**src/rtl/dmem_arb_pkg.sv**
```systemverilog
// Shared types and constants for the two-requester Data_memory arbiter.
// Optional alignment checking is controlled by DMEM_ARB_ALIGN_CHECK_EN (see dmem_arbiter.sv).
package dmem_arb_pkg;

  typedef enum logic [1:0] {
    IDLE   = 2'd0,
    ACCESS = 2'd1,
    RESP   = 2'd2
  } state_t;

  localparam logic REQ_CORE   = 1'b0;
  localparam logic REQ_LOADER = 1'b1;

  localparam logic [2:0] ALIGN_MASK = 3'b111;

  function automatic logic is_misaligned(input logic [2:0] addr_lsb);
    return |(addr_lsb & ALIGN_MASK);
  endfunction

  function automatic logic [1:0] owner_onehot(input logic owner);
    return (owner == REQ_LOADER) ? 2'b10 : 2'b01;
  endfunction

endpackage

```
**src/rtl/dmem_arbiter_if.sv**
```systemverilog
// Requester handshake and Data_memory bus bundle for dmem_arbiter.
// Handshake: a request (req, we, addr, wdata) is held stable until gnt; it is accepted in the
// cycle where req & gnt, and completes with a one-cycle ack (plus err/rdata) two cycles later.
interface dmem_arbiter_if #(
  parameter int DATA_W = 64,
  parameter int ADDR_W = 64
);
  logic              req0;
  logic              req1;
  logic              we0;
  logic              we1;
  logic [ADDR_W-1:0] addr0;
  logic [ADDR_W-1:0] addr1;
  logic [DATA_W-1:0] wdata0;
  logic [DATA_W-1:0] wdata1;
  logic              gnt0;
  logic              gnt1;
  logic              ack0;
  logic              ack1;
  logic              err0;
  logic              err1;
  logic [DATA_W-1:0] rdata;

  logic [ADDR_W-1:0] mem_address;
  logic [DATA_W-1:0] mem_Data_write;
  logic              mem_MemWrite;
  logic              mem_MemRead;
  logic [DATA_W-1:0] mem_Data_read;

  modport slave (
    input  req0, req1, we0, we1, addr0, addr1, wdata0, wdata1, mem_Data_read,
    output gnt0, gnt1, ack0, ack1, err0, err1, rdata,
           mem_address, mem_Data_write, mem_MemWrite, mem_MemRead
  );

  modport master (
    output req0, req1, we0, we1, addr0, addr1, wdata0, wdata1, mem_Data_read,
    input  gnt0, gnt1, ack0, ack1, err0, err1, rdata,
           mem_address, mem_Data_write, mem_MemWrite, mem_MemRead
  );

endinterface

```
**src/rtl/dmem_arbiter_rr_arb2.sv**
```systemverilog
// Two-way round-robin grant: a lone request wins, a tie goes to the requester that did not win last.
module rr_arb2
  import dmem_arb_pkg::*;
(
  input  logic [1:0] req,
  input  logic       last_owner,
  output logic [1:0] gnt
);

  always_comb begin
    gnt = 2'b00;
    case (req)
      2'b01:   gnt = 2'b01;
      2'b10:   gnt = 2'b10;
      2'b11:   gnt = (last_owner == REQ_LOADER) ? 2'b01 : 2'b10;
      default: gnt = 2'b00;
    endcase
  end

endmodule

```
**src/rtl/dmem_arbiter.sv**
```systemverilog
// Round-robin arbiter/sequencer in front of single-port Data_memory: grant, one access cycle, ack.
// Define DMEM_ARB_ALIGN_CHECK_EN to reject non-8-byte-aligned accesses with err instead of a strobe.
module dmem_arbiter
  import dmem_arb_pkg::*;
#(
  parameter int DATA_W = 64,
  parameter int ADDR_W = 64
) (
  input  logic          Clk,
  input  logic          Rst_n,
  dmem_arbiter_if.slave bus,
  output state_t        state_dbg
);

  state_t            state_q;
  state_t            state_d;

  logic [1:0]        req_v;
  logic [1:0]        arb_gnt;
  logic [1:0]        gnt_v;
  logic              accept;
  logic              win;

  logic              sel_we;
  logic [ADDR_W-1:0] sel_addr;
  logic [DATA_W-1:0] sel_wdata;

  logic              owner_q;
  logic              we_q;
  logic              last_owner_q;
  logic [ADDR_W-1:0] addr_q;
  logic [DATA_W-1:0] wdata_q;
  logic [DATA_W-1:0] rdata_q;
  logic [1:0]        ack_q;

  logic              in_access;
  logic              skip;
  logic              strobe_en;

  assign req_v = {bus.req1, bus.req0};

  rr_arb2 u_rr_arb2 (
    .req        (req_v),
    .last_owner (last_owner_q),
    .gnt        (arb_gnt)
  );

  // Grants are only offered while idle; ACCESS and RESP never accept.
  assign gnt_v  = (state_q == IDLE) ? arb_gnt : 2'b00;
  assign accept = |gnt_v;
  assign win    = gnt_v[1];

  assign sel_we    = win ? bus.we1    : bus.we0;
  assign sel_addr  = win ? bus.addr1  : bus.addr0;
  assign sel_wdata = win ? bus.wdata1 : bus.wdata0;

  always_comb begin
    state_d = state_q;
    case (state_q)
      IDLE:    if (accept) state_d = ACCESS;
      ACCESS:  state_d = RESP;
      RESP:    state_d = IDLE;
      default: state_d = IDLE;
    endcase
  end

  always_ff @(posedge Clk or negedge Rst_n) begin
    if (!Rst_n) state_q <= IDLE;
    else        state_q <= state_d;
  end

  // Last_owner resets to the loader so the core wins the first tie.
  always_ff @(posedge Clk or negedge Rst_n) begin
    if (!Rst_n) begin
      owner_q      <= REQ_CORE;
      we_q         <= 1'b0;
      addr_q       <= '0;
      wdata_q      <= '0;
      last_owner_q <= REQ_LOADER;
    end else if (accept) begin
      owner_q      <= win;
      we_q         <= sel_we;
      addr_q       <= sel_addr;
      wdata_q      <= sel_wdata;
      last_owner_q <= win;
    end
  end

  assign in_access = (state_q == ACCESS);

`ifdef DMEM_ARB_ALIGN_CHECK_EN
  logic       skip_q;
  logic [1:0] err_q;

  always_ff @(posedge Clk or negedge Rst_n) begin
    if (!Rst_n)      skip_q <= 1'b0;
    else if (accept) skip_q <= is_misaligned(sel_addr[2:0]);
  end

  always_ff @(posedge Clk or negedge Rst_n) begin
    if (!Rst_n) err_q <= 2'b00;
    else        err_q <= (in_access && skip_q) ? owner_onehot(owner_q) : 2'b00;
  end

  assign skip     = skip_q;
  assign bus.err0 = err_q[0];
  assign bus.err1 = err_q[1];
`else
  assign skip     = 1'b0;
  assign bus.err0 = 1'b0;
  assign bus.err1 = 1'b0;
`endif

  // Strobes are decoded from the async-reset state, so reset drops them at once.
  assign strobe_en = in_access && !skip;

  always_ff @(posedge Clk or negedge Rst_n) begin
    if (!Rst_n)                      rdata_q <= '0;
    else if (strobe_en && !we_q)     rdata_q <= bus.mem_Data_read;
  end

  always_ff @(posedge Clk or negedge Rst_n) begin
    if (!Rst_n) ack_q <= 2'b00;
    else        ack_q <= in_access ? owner_onehot(owner_q) : 2'b00;
  end

  assign bus.gnt0           = gnt_v[0];
  assign bus.gnt1           = gnt_v[1];
  assign bus.ack0           = ack_q[0];
  assign bus.ack1           = ack_q[1];
  assign bus.rdata          = rdata_q;
  assign bus.mem_address    = addr_q;
  assign bus.mem_Data_write = wdata_q;
  assign bus.mem_MemWrite   = strobe_en &&  we_q;
  assign bus.mem_MemRead    = strobe_en && !we_q;

  assign state_dbg = state_q;

endmodule
```
**src/flat_wrapper.sv**
```systemverilog
// flat-port wrapper written by rule: the top's interface ports become plain ports
module dmem_arbiter_flat import dmem_arb_pkg::*;
#(
  parameter int DATA_W = 64,
  parameter int ADDR_W = 64
)
  (Clk, Rst_n, state_dbg, bus_req0, bus_req1, bus_we0, bus_we1, bus_addr0, bus_addr1, bus_wdata0, bus_wdata1, bus_mem_Data_read, bus_gnt0, bus_gnt1, bus_ack0, bus_ack1, bus_err0, bus_err1, bus_rdata, bus_mem_address, bus_mem_Data_write, bus_mem_MemWrite, bus_mem_MemRead);
  dmem_arbiter_if #(.DATA_W(DATA_W), .ADDR_W(ADDR_W)) bus_i ();
  input  logic Clk;
  input  logic Rst_n;
  output state_t state_dbg;
  input wire logic [$bits(bus_i.req0)-1:0] bus_req0;
  input wire logic [$bits(bus_i.req1)-1:0] bus_req1;
  input wire logic [$bits(bus_i.we0)-1:0] bus_we0;
  input wire logic [$bits(bus_i.we1)-1:0] bus_we1;
  input wire logic [$bits(bus_i.addr0)-1:0] bus_addr0;
  input wire logic [$bits(bus_i.addr1)-1:0] bus_addr1;
  input wire logic [$bits(bus_i.wdata0)-1:0] bus_wdata0;
  input wire logic [$bits(bus_i.wdata1)-1:0] bus_wdata1;
  input wire logic [$bits(bus_i.mem_Data_read)-1:0] bus_mem_Data_read;
  output wire logic [$bits(bus_i.gnt0)-1:0] bus_gnt0;
  output wire logic [$bits(bus_i.gnt1)-1:0] bus_gnt1;
  output wire logic [$bits(bus_i.ack0)-1:0] bus_ack0;
  output wire logic [$bits(bus_i.ack1)-1:0] bus_ack1;
  output wire logic [$bits(bus_i.err0)-1:0] bus_err0;
  output wire logic [$bits(bus_i.err1)-1:0] bus_err1;
  output wire logic [$bits(bus_i.rdata)-1:0] bus_rdata;
  output wire logic [$bits(bus_i.mem_address)-1:0] bus_mem_address;
  output wire logic [$bits(bus_i.mem_Data_write)-1:0] bus_mem_Data_write;
  output wire logic [$bits(bus_i.mem_MemWrite)-1:0] bus_mem_MemWrite;
  output wire logic [$bits(bus_i.mem_MemRead)-1:0] bus_mem_MemRead;
  assign bus_i.req0 = bus_req0;
  assign bus_i.req1 = bus_req1;
  assign bus_i.we0 = bus_we0;
  assign bus_i.we1 = bus_we1;
  assign bus_i.addr0 = bus_addr0;
  assign bus_i.addr1 = bus_addr1;
  assign bus_i.wdata0 = bus_wdata0;
  assign bus_i.wdata1 = bus_wdata1;
  assign bus_i.mem_Data_read = bus_mem_Data_read;
  assign bus_gnt0 = bus_i.gnt0;
  assign bus_gnt1 = bus_i.gnt1;
  assign bus_ack0 = bus_i.ack0;
  assign bus_ack1 = bus_i.ack1;
  assign bus_err0 = bus_i.err0;
  assign bus_err1 = bus_i.err1;
  assign bus_rdata = bus_i.rdata;
  assign bus_mem_address = bus_i.mem_address;
  assign bus_mem_Data_write = bus_i.mem_Data_write;
  assign bus_mem_MemWrite = bus_i.mem_MemWrite;
  assign bus_mem_MemRead = bus_i.mem_MemRead;
  dmem_arbiter #(.DATA_W(DATA_W), .ADDR_W(ADDR_W)) u_core (.Clk(Clk), .Rst_n(Rst_n), .bus(bus_i), .state_dbg(state_dbg));
endmodule
```
**config.mk**
```make
export PLATFORM = sky130hd
export DESIGN_NAME = dmem_arbiter_flat
export DESIGN_NICKNAME = d
export VERILOG_FILES = /design/src/rtl/dmem_arb_pkg.sv /design/src/rtl/dmem_arbiter_if.sv /design/src/rtl/dmem_arbiter_rr_arb2.sv /design/src/rtl/dmem_arbiter.sv /design/src/flat_wrapper.sv
export SDC_FILE = /design/constraint.sdc
export NUM_CORES = 1
export LEC_CHECK = 0
export CAP_MARGIN = 25
export CORE_AREA = 5 5 203 205
export DETAILED_ROUTE_END_ITERATION = 10
export DIE_AREA = 0 0 208 210
export SLEW_MARGIN = 40
export SYNTH_ARGS = -nofsm -noshare
export SYNTH_HDL_FRONTEND = slang
export SYNTH_HIERARCHICAL = 1
export SYNTH_SLANG_ARGS = --single-unit
```
**constraint.sdc**
```tcl
create_clock -name Clk -period 1.7 [get_ports Clk]
set_input_delay 0.34 -clock Clk [delete_from_list [all_inputs] [get_ports Clk]]
set_output_delay 0.34 -clock Clk [all_outputs]
set_load 0.01 [all_outputs]
```
# [Yosys cells after proc, flatten, opt, wreduce, memory -nomap -nowiden]
# Cells that the tools add are included.
[classes] div_mod_pow=0 order_cmp=0 reduce_logical=5 muxes=10 bitwise=0 add_sub_neg=0 n_mul=0 n_shift=0 n_eq_ne=5
[ops] cell="$mux W64" count=2
[ops] cell="$mux W2" count=5
[ops] cell="$pmux W2 S3" count=1
[ops] cell="$eq A2 B1 Y1 const B" count=2
[ops] cell="$eq A2 B2 Y1 const B" count=2
[ops] cell="$pmux W2 S2" count=1
[ops] cell="$logic_and A1 B1 Y1" count=2
[ops] cell="$logic_not A2 Y1" count=1
[ops] cell="$ne A2 B1 Y1 const B" count=1
[ops] cell="$reduce_or A2 Y1" count=1
[ops] cell="$logic_not A1 Y1" count=1
[ops] cell="$mux W1" count=1
[totals] word_cells=28 inputBits=326 register_bits=199 ram_bits=0 out_inout_bits=202 latch_bits=0 mem_count=0 mem_bits_ro=0

# [Logic depth before layout (Yosys ltp)]
[logic_depth] depth_word=6 mapped_depth=6 depth_no_buf=4

# [Hierarchy]
# The synthesis kept the hierarchy.
[modules_own_cells] module="dmem_arbiter" instances=1 cells_per_inst=573 seq_area_each_um2=4981.0 area_each_um2=9735.6
[modules_own_cells] module="rr_arb2" instances=1 cells_per_inst=3 seq_area_each_um2=0.0 area_each_um2=18.8

# [Least setup slack after synthesis]
# Ideal clock, no wire load.
[synth_path] kind="register to register" startpoint="register u_core.last_owner_q" endpoint="register u_core.wdata_q[24] (netlist: u_core/bus.mem_Data_write[24])" synth_period_minus_slack_ns=1.669 path_buffers=3 t_arrival_ns=1.545 required_time_ns=1.575 path_stages_with_launch=7 setup_ns=0.125 setup_slack_ns=0.031 path_cell_list="dfstp_2 -> a21boi_0 -> buf_2 -> buf_6 -> buf_6 -> mux2_4 -> mux2_2"
[synth_between] elab_chain_cells=4 elab_cells_between_ends=5 cone_classes="mux: 4; reduce/logical: 1"
[synth_lines] element="start: declaration" line="dmem_arbiter.sv:30" text="logic last_owner_q;"
[synth_lines] element="start signal: assignment" line="dmem_arbiter.sv:85" text="last_owner_q <= win;"
[synth_lines] element="$mux W2 (*)" line="dmem_arbiter_rr_arb2.sv:15" text="2'b11: gnt = (last_owner == REQ_LOADER) ? 2'b01 : 2'b10;"
[synth_lines] element="$pmux W2 S3 (*)" line="dmem_arbiter_rr_arb2.sv:12" text="case (req)"
[synth_lines] element="named net u_core.arb_gnt[1]" line="dmem_arbiter.sv:19" text="logic [1:0] arb_gnt;"
[synth_lines] element="$mux W2 (*)" line="dmem_arbiter.sv:49" text="assign gnt_v = (state_q == IDLE) ? arb_gnt : 2'b00;"
[synth_lines] element="$mux W64 / $reduce_or A2 Y1 (equally long branches)" line="dmem_arbiter.sv:55, dmem_arbiter.sv:50"
[synth_lines] element="end signal: assignment" line="dmem_arbiter.sv:84" text="wdata_q <= sel_wdata;"
[synth_lines] element="end: declaration" line="dmem_arbiter.sv:32" text="logic [DATA_W-1:0] wdata_q;"
# The timed path passes the listed nets; every way through them passes the cells marked *.
# A chain may end at the register's enable or synchronous reset.

# [Worst setup path in the final report]
[layout_path] startpoint="register u_core.last_owner_q" endpoint="register u_core.addr_q[1] (netlist: u_core/bus.mem_address[1])"
[layout_between] elab_chain_cells=4 elab_cells_between_ends=5 cone_classes="mux: 4; reduce/logical: 1"
[layout_lines] element="$mux W2" line="dmem_arbiter_rr_arb2.sv:15"
[layout_lines] element="$pmux W2 S3" line="dmem_arbiter_rr_arb2.sv:12"
[layout_lines] element="named net u_core.arb_gnt[0]" line="dmem_arbiter.sv:19"
[layout_lines] element="$mux W2" line="dmem_arbiter.sv:49"
[layout_lines] element="$reduce_or A2 Y1" line="dmem_arbiter.sv:50" text="assign accept = |gnt_v;"
[layout_lines] element="end signal: assignment" line="dmem_arbiter.sv:83" text="addr_q <= sel_addr;"
[layout_lines] element="end: declaration" line="dmem_arbiter.sv:31" text="logic [ADDR_W-1:0] addr_q;"
# The timed path passes the listed nets, and every way through them passes these cells.

==> summary.md <==
| Metric | Value |
|---|---|
| Outcome | complete, but fails checks |
| Violated checks | negative setup slack |
| FP Rows | 73 |
| Max_slew headroom | 0.648 |
| Count of final setup violators | 130 |
| Layout cells sized above 1 | 0.379 |
| Worst path arrival time | 2.21 ns |
| YS warnings | 6 |
| Post-synthesis area per instance | 16.9 sq um |
| Critical-path maximum fanout | 11 |
| Per-cell routed wire length | 19.4 um |
| Worst Skew | 0.00889 ns |
| Die X | 208 um |
| Worst hold slack | 0.440 ns |
| I/O Pins | 528 |
| Internal | 18.6 mW |
| Logic pwr share | 0.528 |
| Vias in the first global route | 7969 |
| IO buf count | 525 |
| GRT Total Usage | 0.146 |
| Power per cell area | 1630 nW/um^2 |
| Post-synthesis cell type count | 17 |
| Final Worst Setup Slack | -0.187 ns |
| Diodes inserted | 0 |
| Unrepaired setup endpoints after global routing | yes |
| Wire length of the first global-routing pass | 49200 um |
| Mapped Cells | 576 |
| R2R Setup Slk | -0.19 ns |
| Congestion Overflow GR | 0 |
| Synth Cell Area | 9750 sq um |
| Design area | 16800 sq um |
| Layout area overhead | 72.5% |
| Area leader, netlist | dfrtp_1 |
| Routed Antenna Nets | 0 |
| DRC errors left | 0 |
| RePlAce Congestion | 0.796 |
| Detailed-route wire length | 32900 um |
| Setup crit start kind | flip-flop |
| Non-filler cells, final | 1697 |
| CTS Buf Count | 17 |
| Via count | 6901 |
| FF+latch count, synth | 199 |
| Area contributors post-synth | dfrtp_1 51%, mux2_4 29%, mux2_2 15% |
| Die area | 43700 sq um |
| Seq pwr share | 0.312 |
| Seq/Total Area, Yosys | 0.511 |
| Worst-Skew Late Latency | 0.44 ns |
| Worst IR Drop VDD | 0.692 mV |
| DP HPWL | 25600 um |
| CORE AREA | 39300 sq um |
| Iteration-0 DRC Markers | 185 |
| Tcrit/Tclk final | 1.11 |
| Worst R2R End | u_core/bus.mem_address[1]$_DFFE_PN0P_ |
| Dpl cell area | 16100 sq um |
| Die height | 210 um |
| Largest net degree at the start of global routing | 50 |
| Power after layout | 27.4 mW |
| Dpl cells | 1647 |
| Share of the synthesized area in the top cell type | 0.508 |
| Nature of the critical path endpoint | flip-flop |
| Leak Pwr | 7.69 nW |
| Fmax | 530 MHz |
| Nets | 1485 |
| Clock-pin slew on the worst setup and hold paths | 0.07 ns |
| Switch share | 0.321 |
| Worst slew pin tran | 0.528 ns |
| CTS Sinks | 199 |
| Min-Delay Path Class | in2async |
| Setup CP Type | reg2reg |
| # H-tree levels | 4 |
| CTS tree | done |
| Worst path required time | 2.03 ns |
| Sw Pwr | 8.80 mW |
| Final worst path period need | 1.89 ns |
| Starting Density | 0.248 |
| Drt first pass iters | 6 |
| Hold Fails Final Rpt | 0 |
| Max_cap viols | 0 |
| R2R cell count | 7 |
| Antenna violations before repair | 0 |
| Slew Viols, Final | 0 |
| Root buf cell | clkbuf_16 |
| Reg2reg start | u_core/last_owner_q$_DFFE_PN1P_ |
| Drt via density | 4.07 |
| Max clock buf depth | 2 |
| Clock Power Share | 0.160 |
## registers in the layout, indices dropped and copies added (netlist names)
name	flops
u_core/ack_q	2
u_core/bus.mem_Data_write	64
u_core/bus.mem_address	64
u_core/bus.rdata	64
u_core/last_owner_q	1
u_core/owner_q	1
u_core/state_dbg	2
u_core/we_q	1
## cell usage in the layout, fill, tap and decap left out
cell / n
nor2_2: 1
buf_2: 1
clkinv_4: 1
a21boi_4: 1
bufinv_16: 4
a21boi_2: 1
nor2_4: 1
nand2_2: 1
clkinvlp_4: 4
buf_12: 22
clkbuf_16: 18
buf_16: 3
dlymetal6s2s_1: 12
buf_6: 10
o21a_4: 1
and2_1: 1
inv_6: 1
conb_1: 2
buf_8: 1
nand2b_4: 1
inv_8: 2
nor2_1: 1
mux2_4: 205
clkbuf_1: 3
dlygate4sd2_1: 182
inv_2: 3
mux2_2: 117
a21o_1: 2
dfrtp_1: 198
buf_4: 41
clkdlybuf4s50_1: 326
clkbuf_8: 1
and2_4: 2
dlygate4sd3_1: 1
dfstp_2: 1
## cell type report
class / count / area (sq um)
Clock buffer: 20 / 437
Inverter: 3 / 11.3
Fill cell: 3703 / 22500
Multi-Input combinational cell: 337 / 4530
Sequential cell: 199 / 4980
Timing Repair Buffer: 601 / 6020
Tap cell: 525 / 657
Clock inverter: 12 / 190
## how the worst max path moves through the flow
stage                                     from                                         to  slack (ns)  cells past startpoint
3_5_place_dp                          bus_req1  u_core/bus.mem_Data_write[42]$_DFFE_PN0P_       -0.56                      6
4_1_cts        u_core/last_owner_q$_DFFE_PN1P_  u_core/bus.mem_Data_write[25]$_DFFE_PN0P_       -0.16                      7
3_3_place_gp                          bus_req1  u_core/bus.mem_Data_write[35]$_DFFE_PN0P_       -0.55                      6
2_1_floorplan  u_core/last_owner_q$_DFFE_PN1P_  u_core/bus.mem_Data_write[24]$_DFFE_PN0P_        0.03                      6
6_report       u_core/last_owner_q$_DFFE_PN1P_      u_core/bus.mem_address[1]$_DFFE_PN0P_       -0.19                      7
5_1_grt        u_core/last_owner_q$_DFFE_PN1P_      u_core/bus.mem_address[1]$_DFFE_PN0P_       -0.23                      7
## kinds of logic after synthesis
kind of cell | share of synthesized area
other | 0.000384
buffers and inverters | 0.0366
flip-flops | 0.511
AO/OA/AOI/OAI | 0.00385
multiplexers | 0.444
AND/OR/NAND/NOR | 0.00410
## routing by layer
| layer | share of wire | GRT usage | vias to the layer above |
|---|---|---|---|
| li1 | - | - | 3221 |
| met1 | 0.40 | 0.172 | 3335 |
| met2 | 0.51 | 0.255 | 311 |
| met3 | 0.064 | 0.0445 | 34 |
| met4 | 0.024 | 0.0496 | 0 |
| met5 | 0 | 0 | - |
## repair_timing
action | CTS | global route
gates cloned | 3 | 1
setup endpoints to repair | 315 | 145
setup buffers | 10 | 3
hold endpoints to repair | 38 | 0
hold buffers | 1 | 0
pin swaps | 4 | 1
gates resized for setup | 240 | 15
## worst max-delay path: stages (launching register included)
cell and delay [ns]:
dfstp_2 0.58, inv_2 0.05, a21boi_2 0.16, buf_4 0.14, o21a_4 0.17, buf_12 0.17, buf_4 0.17, mux2_2 0.33
## synthesized netlist by cell type, drive strengths merged
| library cell | n |
|---|---|
| dfstp | 1 |
| mux2 | 322 |
| and2 | 3 |
| o21a | 1 |
| a21o | 2 |
| a21boi | 2 |
| conb | 1 |
| nand2 | 1 |
| dfrtp | 198 |
| nor2 | 3 |
| inv | 3 |
| buf | 38 |
| nand2b | 1 |
## power groups by stage
stage / clock [mW] / sequential, mW / combinational, mW
floorplan: 0 / 9.63 / 6.45
global placement: 0 / 8.67 / 15.3
detailed placement: 0 / 8.68 / 15.5
CTS: 4.59 / 8.62 / 14.6
global route: 4.77 / 8.91 / 15.3
finish: 4.38 / 8.56 / 14.5
## metrics by stage
stage                util  TNS (ns)  worst slack, ns
floorplan               -         0           0.0306
global placement    0.409    -63.46           -0.548
detailed placement  0.409    -65.76           -0.561
finish              0.428    -18.40           -0.187
global route        0.428    -24.98           -0.233
CTS                 0.426    -15.99           -0.165
Note: power is estimated with default switching activity, not from simulation.
